[config.mk]
export PLATFORM = sky130hd
export DESIGN_NAME = aes_round_sequencer
export DESIGN_NICKNAME = d
export VERILOG_FILES = /design/src/rtl/aes_seq_pkg.sv /design/src/rtl/aes_seq_outbuf.sv /design/src/rtl/aes_round_sequencer.sv
export SDC_FILE = /design/constraint.sdc
export NUM_CORES = 1
export LEC_CHECK = 0
export ABC_AREA = 1
export CAP_MARGIN = 0
export CORE_AREA = 2 2 257 259
export CTS_CLUSTER_SIZE = 40
export DETAILED_ROUTE_END_ITERATION = 6
export DIE_AREA = 0 0 259 261
export SKIP_LAST_GASP = 1
export SLEW_MARGIN = 20
export SYNTH_ARGS = -nofsm -noshare
export SYNTH_HDL_FRONTEND = slang
export SYNTH_SLANG_ARGS = --single-unit
[constraint.sdc]
create_clock -name clk -period 2.2 [get_ports clk]
set_clock_uncertainty 0.1 [all_clocks]
set_input_delay 0.66 -clock clk [delete_from_list [all_inputs] [get_ports clk]]
set_output_delay 0.66 -clock clk [all_outputs]
set_load 0.005 [all_outputs]
[src/rtl/aes_seq_pkg.sv]
// Shared types and constants for the iterative AES round sequencer.
package aes_seq_pkg;

    localparam int AES_BLOCK_W = 128;
    localparam int AES_NR_128  = 10;
    localparam int RK_IDX_W    = 4;

    typedef enum logic [2:0] {
        IDLE  = 3'd0,
        INIT  = 3'd1,
        ROUND = 3'd2,
        LAST  = 3'd3,
        DONE  = 3'd4
    } seq_state_t;

    // Round-key index for the current step. Decrypt walks the schedule backwards.
    function automatic logic [RK_IDX_W-1:0] key_index(
        input seq_state_t          st,
        input logic                enc,
        input logic [RK_IDX_W-1:0] rnd,
        input logic [RK_IDX_W-1:0] nr
    );
        logic [RK_IDX_W-1:0] idx;
        idx = '0;
        case (st)
            INIT:    idx = enc ? '0  : nr;
            ROUND:   idx = enc ? rnd : nr - rnd;
            LAST:    idx = enc ? nr  : '0;
            default: idx = '0;
        endcase
        return idx;
    endfunction

endpackage

[src/rtl/aes_seq_outbuf.sv]
// One-entry valid/ready register slice holding a finished block so the
// sequencer can start the next one while the consumer stalls.
module aes_seq_outbuf
    import aes_seq_pkg::*;
#(
    parameter int W = AES_BLOCK_W
) (
    input  logic         clk,
    input  logic         rst_n,
    input  logic         i_valid,
    output logic         o_ready,
    input  logic [W-1:0] i_data,
    output logic         o_valid,
    input  logic         i_ready,
    output logic [W-1:0] o_data
);

    logic         r_full;
    logic [W-1:0] r_data;

    // A full entry that is being drained this cycle can be refilled at once.
    assign o_ready = ~r_full | i_ready;
    assign o_valid = r_full;
    assign o_data  = r_data;

    // Capture on load, release on consumer acceptance.
    always_ff @(posedge clk or negedge rst_n) begin
        if (!rst_n) begin
            r_full <= 1'b0;
            r_data <= '0;
        end else if (i_valid && o_ready) begin
            r_full <= 1'b1;
            r_data <= i_data;
        end else if (i_ready) begin
            r_full <= 1'b0;
        end
    end

endmodule

[src/rtl/aes_round_sequencer.sv]
// Iterative AES block controller: key whitening, NR-1 full rounds, one last
// round, using an external combinational round datapath and key store.
// Optional feature macro: AES_SEQ_OUTBUF_EN (adds a one-entry output buffer so
// the next block can start while a result waits for the consumer).
module aes_round_sequencer
    import aes_seq_pkg::*;
#(
    parameter int BLOCK_W = AES_BLOCK_W,
    parameter int NR      = AES_NR_128
) (
    input  logic                clk,
    input  logic                rst_n,
    input  logic                i_in_valid,
    output logic                o_in_ready,
    input  logic                i_in_encrypt,
    input  logic [BLOCK_W-1:0]  i_in_data,
    output logic [RK_IDX_W-1:0] o_rk_idx,
    input  logic [BLOCK_W-1:0]  i_rk_data,
    output logic [BLOCK_W-1:0]  o_rd_data,
    output logic                o_rd_encrypt,
    output logic                o_rd_last,
    input  logic [BLOCK_W-1:0]  i_rd_result,
    output logic                o_out_valid,
    input  logic                i_out_ready,
    output logic [BLOCK_W-1:0]  o_out_data,
    output logic                o_busy
);

    localparam logic [RK_IDX_W-1:0] LP_NR    = RK_IDX_W'(NR);
    localparam logic [RK_IDX_W-1:0] LP_NR_M1 = RK_IDX_W'(NR - 1);

    seq_state_t          r_fsm, w_fsm_next;
    logic [BLOCK_W-1:0]  r_blk, w_blk_next;
    logic [RK_IDX_W-1:0] r_rnd, w_rnd_next;
    logic                r_dir, w_dir_next;

`ifdef AES_SEQ_OUTBUF_EN
    logic                w_ob_ready;
    logic                w_ob_load;
    logic [BLOCK_W-1:0]  w_ob_data;
`else
    logic                w_out_valid;
`endif

    // State, counter and direction registers.
    always_ff @(posedge clk or negedge rst_n) begin
        if (!rst_n) begin
            r_fsm <= IDLE;
            r_blk <= '0;
            r_rnd <= '0;
            r_dir <= 1'b0;
        end else begin
            r_fsm <= w_fsm_next;
            r_blk <= w_blk_next;
            r_rnd <= w_rnd_next;
            r_dir <= w_dir_next;
        end
    end

    // Next-state, datapath select and handshake outputs.
    always_comb begin
        w_fsm_next = r_fsm;
        w_blk_next = r_blk;
        w_rnd_next = r_rnd;
        w_dir_next = r_dir;
        o_in_ready = 1'b0;
        o_rd_last  = 1'b0;
`ifdef AES_SEQ_OUTBUF_EN
        w_ob_load  = 1'b0;
`else
        w_out_valid = 1'b0;
`endif
        case (r_fsm)
            IDLE: begin
                o_in_ready = 1'b1;
                if (i_in_valid) begin
                    w_blk_next = i_in_data;
                    w_dir_next = i_in_encrypt;
                    w_fsm_next = INIT;
                end
            end
            INIT: begin
                w_blk_next = r_blk ^ i_rk_data;
                w_rnd_next = RK_IDX_W'(1);
                w_fsm_next = ROUND;
            end
            ROUND: begin
                w_blk_next = i_rd_result;
                w_rnd_next = r_rnd + RK_IDX_W'(1);
                if (r_rnd == LP_NR_M1) begin
                    w_fsm_next = LAST;
                end
            end
            LAST: begin
                o_rd_last  = 1'b1;
                w_blk_next = i_rd_result;
`ifdef AES_SEQ_OUTBUF_EN
                // Hand the result straight to the buffer when it has room.
                if (w_ob_ready) begin
                    w_ob_load  = 1'b1;
                    w_fsm_next = IDLE;
                end else begin
                    w_fsm_next = DONE;
                end
`else
                w_fsm_next = DONE;
`endif
            end
            DONE: begin
`ifdef AES_SEQ_OUTBUF_EN
                // Waiting for the buffer to drain before parking the result.
                if (w_ob_ready) begin
                    w_ob_load  = 1'b1;
                    w_fsm_next = IDLE;
                end
`else
                w_out_valid = 1'b1;
                if (i_out_ready) begin
                    w_fsm_next = IDLE;
                end
`endif
            end
            default: w_fsm_next = IDLE;
        endcase
    end

    assign o_rk_idx     = key_index(r_fsm, r_dir, r_rnd, LP_NR);
    assign o_rd_data    = r_blk;
    assign o_rd_encrypt = r_dir;
    assign o_busy       = (r_fsm != IDLE);

`ifdef AES_SEQ_OUTBUF_EN
    // In LAST the result is still on the datapath; in DONE it is in r_blk.
    assign w_ob_data = (r_fsm == LAST) ? i_rd_result : r_blk;

    aes_seq_outbuf #(.W(BLOCK_W)) u_outbuf (
        .clk     (clk),
        .rst_n   (rst_n),
        .i_valid (w_ob_load),
        .o_ready (w_ob_ready),
        .i_data  (w_ob_data),
        .o_valid (o_out_valid),
        .i_ready (i_out_ready),
        .o_data  (o_out_data)
    );
`else
    assign o_out_valid = w_out_valid;
    assign o_out_data  = r_blk;
`endif

endmodule

==> flow_summary.ini, run 1 <==
[timing]
hold_violations = 0
finalSetupViolations = 6
fin_crit_sh_pct = 109
fmax_mhz = 419
grt_setup_unrepaired = true
slew_headroom_pct = 70.5
finalCriticalPeriod_ns = 2.39
setup_ws_ns = -0.188
slew_viol_final = 0
tightest_slew_ns = 0.443

[route]
wire_per_inst_um = 14.6
wl_met2_um = 25100
routed.top_layer = met5
drtIter0Drc = 677
wl_met3_um = 3790
drt-total-wl_um = 51700
detail-route-antenna-nets = 0
drc = 0
vias = 13624
firstDrtPassIters = 6
wl_met1_um = 21300
viasPerCell = 3.86

[critical_path]
required_ns = 1.44
slowest_delay_ns = 0.40
path_class = register to primary output
cp_slowest_cell = dfrtp_1
crit_top_cell = nand2_1
worst_ep_arrival_time_ns = 1.63
critPathCaptureType = primary output
path_max_fanout = 3
crit_path_start_kind = register
crit_chain = buf_6 > ha_4 > nand2_2 > o21ai_2 > nand2_1 > nand2_1 > buf_2

[die]
start_util_pct = 16.9
die_h_um = 261
die_area_sq_um = 67600
ioPinCount = 654
fp.coreArea_sq_um = 65000
row_count = 94
die_w_um = 259

[layout]
diodes = 0
design_area_sq_um = 20300
drive_gt1_share_pct = 13.6
syn_to_final_growth_pct = 84.4
num-nets-final = 3044
final_util_pct = 31.2

[placed_design]
pre_cts_ws_ns = -0.0495
dpl_cell_area_sq_um = 18100
hpwlAfterDp_um = 37000
numPortBuffers = 653
gp_congestion = 0.898

[grt]
grt_pass1_vias = 13229
grt_usage_pct = 14.6
gr-total-overflow = 0
antenna_found_initial = 1
grt_start_max_net_pins = 117
grt_pass1_wl_um = 75400

[synth]
synth_top_area_share_pct = 39.9
synth-edff-count = 0
avgSynthCellArea_sq_um = 5.69
synthCells = 1930
ys_types = 19
syn-cell-area_sq_um = 11000
ys_seq_elements = 136
synth_area_leader_cell = nand2_1
ys_seq_area_share_pct = 31.0
syn_nets = 2321
synthFlopType = dfrtp_1
yosys-top-cells-area = nand2_1 (40%), dfrtp_1 (31%), inv_1 (9.2%)
yosysWarnings = 0
synthArstFlopShare_pct = 100

[clock_tree]
path_clk_slew_ns = 0.07
root_buffer = clkbuf_16
cts_sinks = 136
htreeDepth = 4
tritoncts = built
clock_latency_ns = 0.47
clockBufferDepth = 2
cts_buffers = 17

[power]
pwr_density_cell_nw_per_um2 = 1360
ir_drop_mv = 0.669
p_leak_nw = 11.2

[outcome]
violations = setup timing
status = finished, violations left

[worst_hold_path]
hold_class = register to register

[run]
drv_cap = 0
[metal layers]
metal  track usage [%]  up-vias
met5                 0        -
met4              5.06        2
met3              4.31       60
met2              25.6      484
met1              16.8     6113
li1                  -     6965
[worst max-delay path, delay by kind of cell, from the launching register on]
family,cells,cell delay [ns]
AO/OA/AOI/OAI,1,0.06
adder cells (fa/ha/maj),1,0.27
buffers and inverters,2,0.25
flip-flops,1,0.40
AND/OR/NAND/NOR,3,0.18
[registers in the layout (all words and copies together), names as in the netlist]
| register | flops |
|---|---|
| o_out_data | 128 |
| o_rd_encrypt | 1 |
| r_fsm | 3 |
| r_rnd | 4 |
[logic make-up after synthesis]
logic type	share of synthesized area [%]
AND/OR/NAND/NOR	46.3
buffers and inverters	21.7
flip-flops	31.0
AO/OA/AOI/OAI	0.603
XOR/XNOR	0.159
adder cells (fa/ha/maj)	0.228
[cell usage in the layout, fill, tap and decap left out, types with 6 or more instances in the layout]
cell type        netlist  routed
buf_12                 0      18
buf_4                129     217
buf_6                 13      16
bufinv_16              0       6
clkbuf_16              0      18
clkdlybuf4s50_1        0     521
dfrtp_1              136      86
dfrtp_2                0      50
dlygate4sd2_1          0      79
dlymetal6s2s_1         0      43
inv_1                269     262
inv_2                  0       7
nand2_1             1168    1163
nand3_1              133     132
[synthesized netlist by cell type (2+ instances only)]
cell      instances
inv_1           269
a21oi_1           2
clkbuf_1         15
ha_1              2
nand3_1         133
nor2_1            8
buf_6            13
o22ai_1           2
nand2_1        1168
dfrtp_1         136
buf_4           129
buf_2            41
o21ai_0           6
[timing repair]
action	in CTS	in global routing
resized for setup	191	59
setup endpoints to repair	265	75
buffers inserted	153	18
gates cloned	0	1
endpoints found under the hold margin	5	0
pin swaps	6	10
hold buffers	1	0
[power breakdown]
| part | internal (mW) | switching [mW] | leakage, nW | total [mW] |
|---|---|---|---|---|
| registers | 3.87 | 1.22 | 1.64 | 5.09 |
| clock network | 2.18 | 1.26 | 0.327 | 3.44 |
| logic | 9.57 | 9.49 | 9.22 | 19.1 |
| total | 15.6 | 12.0 | 11.2 | 27.6 |
[path summary, 6_finish.rpt]
check,slack [ns],depth (start not counted),from,endpoint
hold reg to reg,0.45,2,o_out_data[115],o_out_data[115]
max in group asynchronous,0.78,3,rst_n,o_out_data[45]
min in group asynchronous,0.51,2,rst_n,o_out_data[93]
hold / removal,0.45,2,o_out_data[115],o_out_data[115]
setup reg to reg,0.20,10,r_fsm[2],o_out_data[34]
setup / recovery,-0.19,7,r_rnd[0],o_rk_idx[1]
[through the flow]
step                      hold WS (ns)  setup TNS [ns]  instances  power (mW)
after CTS                        0.450          -0.781       3511        27.6
after floorplan                  0.264               0       1930        14.1
after detailed placement         0.421          -0.158       3326        22.2
after global routing             0.467           -1.26       3529        30.2
after global placement           0.419          -0.272       3326        22.0
final                            0.449          -0.585       3529        27.6
[area by class of cell]
type,count,area (sq um)
fill,7122,44800
timing repair buffer,902,8710
multi-input combinational,1327,5330
sequential,136,3470
tap,864,1080
inverter,269,1010
clock buffer,20,457
clock inverter,11,219
No activity file was read; power rests on OpenSTA's default activity.
==> run 2, diff against run 1 <==
- GPL_ROUTABILITY_DRIVEN: not set -> 0
- REMOVE_ABC_BUFFERS: not set -> 1
==> run 2 against run 1 <==
- the flow still finishes with violations (setup timing)
- combinational power fell by 4%
- total power fell by 4.1%
- core utilization fell by 0.51 points
- flip-flop and latch count did not move
- worst hold slack got worse by 0.40 ns
- sequential share of layout area rose by 0.25 points
- largest power group unchanged
==> flow_summary.ini, run 2 (same netlist as run 1, synthesis figures left out) <==
[outcome]
status = finished, violations left
violations = setup timing

[route]
wire_per_inst_um = 13.8
firstDrtPassIters = 5
drt-total-wl_um = 48400
vias = 13623
drtIter0Drc = 655
viasPerCell = 3.87
drc = 0
detail-route-antenna-nets = 0

[die]
ioPinCount = 654
die_area_sq_um = 67600
row_count = 94
fp.coreArea_sq_um = 65000
start_util_pct = 16.9
die_w_um = 259
die_h_um = 261

[grt]
grt_usage_pct = 13.8
grt_start_max_net_pins = 129
grt_pass1_wl_um = 72000
gr-total-overflow = 0
grt_pass1_vias = 12958
antenna_found_initial = 1

[timing]
setup_ws_ns = -0.123
tightest_slew_ns = 0.743
fin_hold_ws_ns = 0.0511
fmax_mhz = 430
grt_setup_unrepaired = true
slew_headroom_pct = 50.4
slew_viol_final = 0
finalSetupViolations = 6
finalCriticalPeriod_ns = 2.32
hold_violations = 0
fin_crit_sh_pct = 106

[placed_design]
numPortBuffers = 653
dpl_cell_area_sq_um = 18100
dp_cells = 3330
hpwlAfterDp_um = 35000

[layout]
drive_gt1_share_pct = 12.9
mostFrequentLayoutCells = nand2_1 (1165), clkdlybuf4s50_1 (526), inv_1 (261)
mostFrequentLayoutCell = nand2_1
nFillCells = 7170
syn_to_final_growth_pct = 81.4
largest_reg_flops = 128
stdcell_count = 3519
design_area_sq_um = 19900
num-nets-final = 3033
final_util_pct = 30.6

[clock_tree]
cts-hold-fix-buffers = 0
root_buffer = clkbuf_16
clockBufferDepth = 2
tritoncts = built
cts_buffers = 17
clock_latency_ns = 0.46
cts_sinks = 136
htreeDepth = 4
path_clk_slew_ns = 0.06

[worst_hold_path]
hold_class = input port to async pin

[critical_path]
path_class = register to primary output
worstReg2RegStart = r_fsm[1]
r2r_end = o_out_data[69]
rr_worst_depth = 8
required_ns = 1.44
critPathCaptureType = primary output
reg2reg_slack_ns = 0.20
worst_ep_arrival_time_ns = 1.56
crit_path_start_kind = register
path_max_fanout = 4
startpoint = r_rnd[0]

[run]
drv_cap = 0

[power]
ir_drop_mv = 0.965
pwr_density_cell_nw_per_um2 = 1330
p_leak_nw = 10.8
[run 2: where the power goes]
group	switching (mW)	internal [mW]	total, mW
sequential	1.21	3.86	5.07
clock	1.22	1.78	2.99
combinational	9.10	9.30	18.4
[run 2: timing repair]
| item | CTS | global route |
|---|---|---|
| setup buffers | 151 | 9 |
| setup endpoints to repair | 265 | 30 |
| gates resized for setup | 200 | 33 |
| pin swaps | 7 | 10 |
| gates cloned | 0 | 0 |
[run 2: layout make-up]
| cell class | instances | area [sq um] | share of cell area, % |
|---|---|---|---|
| timing repair buffer | 891 | 8470 | 42.5 |
| multi-input combinational | 1327 | 5330 | 26.7 |
| sequential | 136 | 3460 | 17.4 |
| tap | 864 | 1080 | 5.42 |
| inverter | 269 | 1010 | 5.07 |
| clock buffer | 24 | 492 | 2.47 |
| clock inverter | 7 | 92.6 | 0.465 |
| antenna | 1 | 2.50 | 0.0126 |
[run 2: how the worst max path moves through the flow]
stage	endpoint	slack, ns	depth (start not counted)
4_1_cts	o_rk_idx[1]	-0.19	7
6_report	o_rk_idx[1]	-0.12	6
3_5_place_dp	o_out_valid	-0.20	4
5_1_grt	o_rk_idx[1]	-0.22	7
2_1_floorplan	o_out_data[0]	-10.06	4
3_3_place_gp	o_out_valid	-0.22	4
[run 2: critical path: stages, from the launching register on]
cell and delay, ns:
dfrtp_2 0.46, ha_4 0.29, nand2_1 0.04, o21ai_1 0.07, nand2_1 0.06, nand2_1 0.06
buf_2 0.11
[run 2: per-layer routing]
metal  up-vias  GRT usage, %  routed length [um]
met3        63          3.34                3030
met1      6163          16.0               19900
met4         2          5.91                1440
li1       6957             -                   -
met2       438          24.3               24000
met5         -             0                  10
[run 2: metrics by stage]
step / worst slack, ns / power (mW) / setup TNS, ns
after floorplan: -10.06 / 10.4 / -1316.05
after global placement: -0.218 / 21.7 / -0.927
after detailed placement: -0.204 / 21.8 / -2.33
after CTS: -0.186 / 26.6 / -0.775
after global routing: -0.223 / 28.9 / -1.13
final: -0.123 / 26.5 / -0.525
==> run 3, diff against run 2 <==
- CORE_AREA: 2 2 257 259 -> 4 4 252 254
- DIE_AREA: 0 0 259 261 -> 0 0 256 258
==> run 3 against run 2 <==
- the flow still finishes with violations (setup timing)
- core utilization is 2.0 points higher
- clock power is 4% higher
- final cell count is 2.4% lower
- maximum frequency is 1.5% lower
- worst hold slack better by 0.018 ns
- register-to-register slack worse by 0.09 ns
- critical endpoint unchanged
- largest power group unchanged
- highest routed layer unchanged
==> flow_summary.ini, run 3 (same netlist as run 1, synthesis figures left out) <==
[route]
firstDrtPassIters = 5
vias = 13414
drc = 0
detail-route-antenna-nets = 0
drtIter0Drc = 684
wire_per_inst_um = 14.5
drt-total-wl_um = 49800
viasPerCell = 3.91

[clock_tree]
cts_sinks = 136
cts-hold-fix-buffers = 0
cts_buffers = 17
htreeDepth = 4
tritoncts = built
clockBufferDepth = 2
path_clk_slew_ns = 0.06
clock_latency_ns = 0.45
root_buffer = clkbuf_16

[die]
die_w_um = 256
die_h_um = 258
ioPinCount = 654
row_count = 91
fp.coreArea_sq_um = 61300
start_util_pct = 17.9
die_area_sq_um = 66000

[worst_hold_path]
hold_class = input port to async pin

[layout]
num-nets-final = 3023
seq_area_sq_um = 3470
mostFrequentLayoutCell = nand2_1
stdcell_count = 3435
drive_gt1_share_pct = 13.1
multiInputGateArea_sq_um = 5350
largest_reg_flops = 128
design_area_sq_um = 20000
syn_to_final_growth_pct = 81.9
nFillCells = 6680
diodes = 0
mostFrequentLayoutCells = nand2_1 (1162), clkdlybuf4s50_1 (539), inv_1 (263)

[power]
p_clk_share_pct = 11.7
power_frac_seq_pct = 19.0
switching_power_mw = 11.7
p_leak_nw = 11.1
pwr_density_cell_nw_per_um2 = 1340
p_int_mw = 15.1
ir_drop_mv = 0.811
swShare_pct = 43.6
p_comb_share_pct = 69.3

[grt]
grt_pass1_vias = 13014
grt_pass1_wl_um = 75300
gr-total-overflow = 0
grt_usage_pct = 14.5
antenna_found_initial = 1
grt_start_max_net_pins = 72

[critical_path]
crit_path_start_kind = register
cp_top_family = flip-flops
reg2reg_slack_ns = 0.11
worstReg2RegStart = r_fsm[2]
crit_buf_inv = 2
rr_worst_depth = 11
cp_slowest_cell = dfrtp_1
r2r_end = o_out_data[7]
critPathCaptureType = primary output
path_class = register to primary output
crit_chain = buf_4 > nand2_1 > nor2_4 > o21ai_2 > nand2_2 > buf_2
slowest_delay_ns = 0.40
required_ns = 1.44
path_max_fanout = 3
worst_ep_arrival_time_ns = 1.60

[run]
drv_cap = 0

[timing]
slew_viol_final = 0
slew_headroom_pct = 65.0
grt_setup_unrepaired = true
setup_ws_ns = -0.158
fmax_mhz = 424
finalSetupTns_ns = -0.625
finalCriticalPeriod_ns = 2.36
fin_crit_sh_pct = 107
finalSetupViolations = 6
hold_violations = 0
tightest_slew_ns = 0.526

[placed_design]
dp_cells = 3252
hpwlAfterDp_um = 36700
dpl_cell_area_sq_um = 18000
numPortBuffers = 653

[outcome]
status = finished, violations left
violations = setup timing
run 3: cell types whose count changed in the layout (fill, tap and decap cells not counted), moves of 4 or more:
cell             before  now
dfrtp_1              91   85
dlygate4sd2_1       102   51
inv_2                 8    4
buf_4               213  200
clkdlybuf4s50_1     526  539
dfrtp_2              45   51
dlymetal6s2s_1       16   54
run 3: how the worst max path moves through the flow:
| stage | start | to | depth (start not counted) |
|---|---|---|---|
| after floorplan | r_fsm[1] | o_out_data[0] | 4 |
| after global placement | r_rnd[0] | o_rk_idx[1] | 6 |
| after detailed placement | r_rnd[0] | o_rk_idx[1] | 6 |
| after CTS | r_rnd[0] | o_rk_idx[2] | 5 |
| after global routing | r_fsm[0] | o_rk_idx[1] | 6 |
| final | r_fsm[0] | o_rk_idx[1] | 6 |
run 3: area by class of cell:
cell class / instances / share of cell area (%)
timing repair buffer: 881 / 42.8
multi-input combinational: 1327 / 26.8
sequential: 136 / 17.3
inverter: 269 / 5.10
tap: 790 / 4.94
clock buffer: 19 / 2.27
clock inverter: 13 / 0.839
run 3: metrics by stage:
step	setup slack, ns	hold slack (ns)	power (mW)	util, %
final	-0.158	0.0692	26.7	32.6
after global routing	-0.243	0.0548	29.2	32.6
after CTS	-0.197	0.0317	27.0	32.2
after detailed placement	-0.146	0.447	22.0	29.3
after global placement	-0.154	0.440	21.8	29.3
after floorplan	-10.06	0.264	10.4	-
run 3: repair_timing:
| action | CTS | global route |
|---|---|---|
| pin swaps | 12 | 7 |
| resized for setup | 173 | 63 |
| endpoints found under the setup margin | 265 | 115 |
| endpoints found under the hold margin | 0 | 0 |
| buffers inserted | 135 | 18 |
run 3: power groups by stage:
stage          clock network (mW)  logic [mW]  registers (mW)
3_5_place_dp                    0        16.4            5.61
5_1_grt                      3.36        20.6            5.25
3_3_place_gp                    0        16.2            5.60
4_1_cts                      3.26        18.6            5.12
6_report                     3.12        18.5            5.09
2_1_floorplan                   0        5.19            5.21
run 3: layer usage:
layer,vias up,global-route usage (%),share of wire [%]
met4,2,5.07,2.6
li1,6929,-,-
met5,-,0,0.026
met1,5995,16.9,41
met3,54,3.90,5.8
met2,434,25.9,50
run 3: worst reg2reg max path, stage by stage, from the launching register on:
cell and delay (ns):
dfrtp_1 0.40, buf_6 0.13, inv_8 0.06, nand2_1 0.09
nor2_4 0.12, buf_4 0.15, buf_12 0.27, nand2_1 0.24
buf_4 0.17, nand3_1 0.15, nand2_1 0.08, nand2_1 0.06
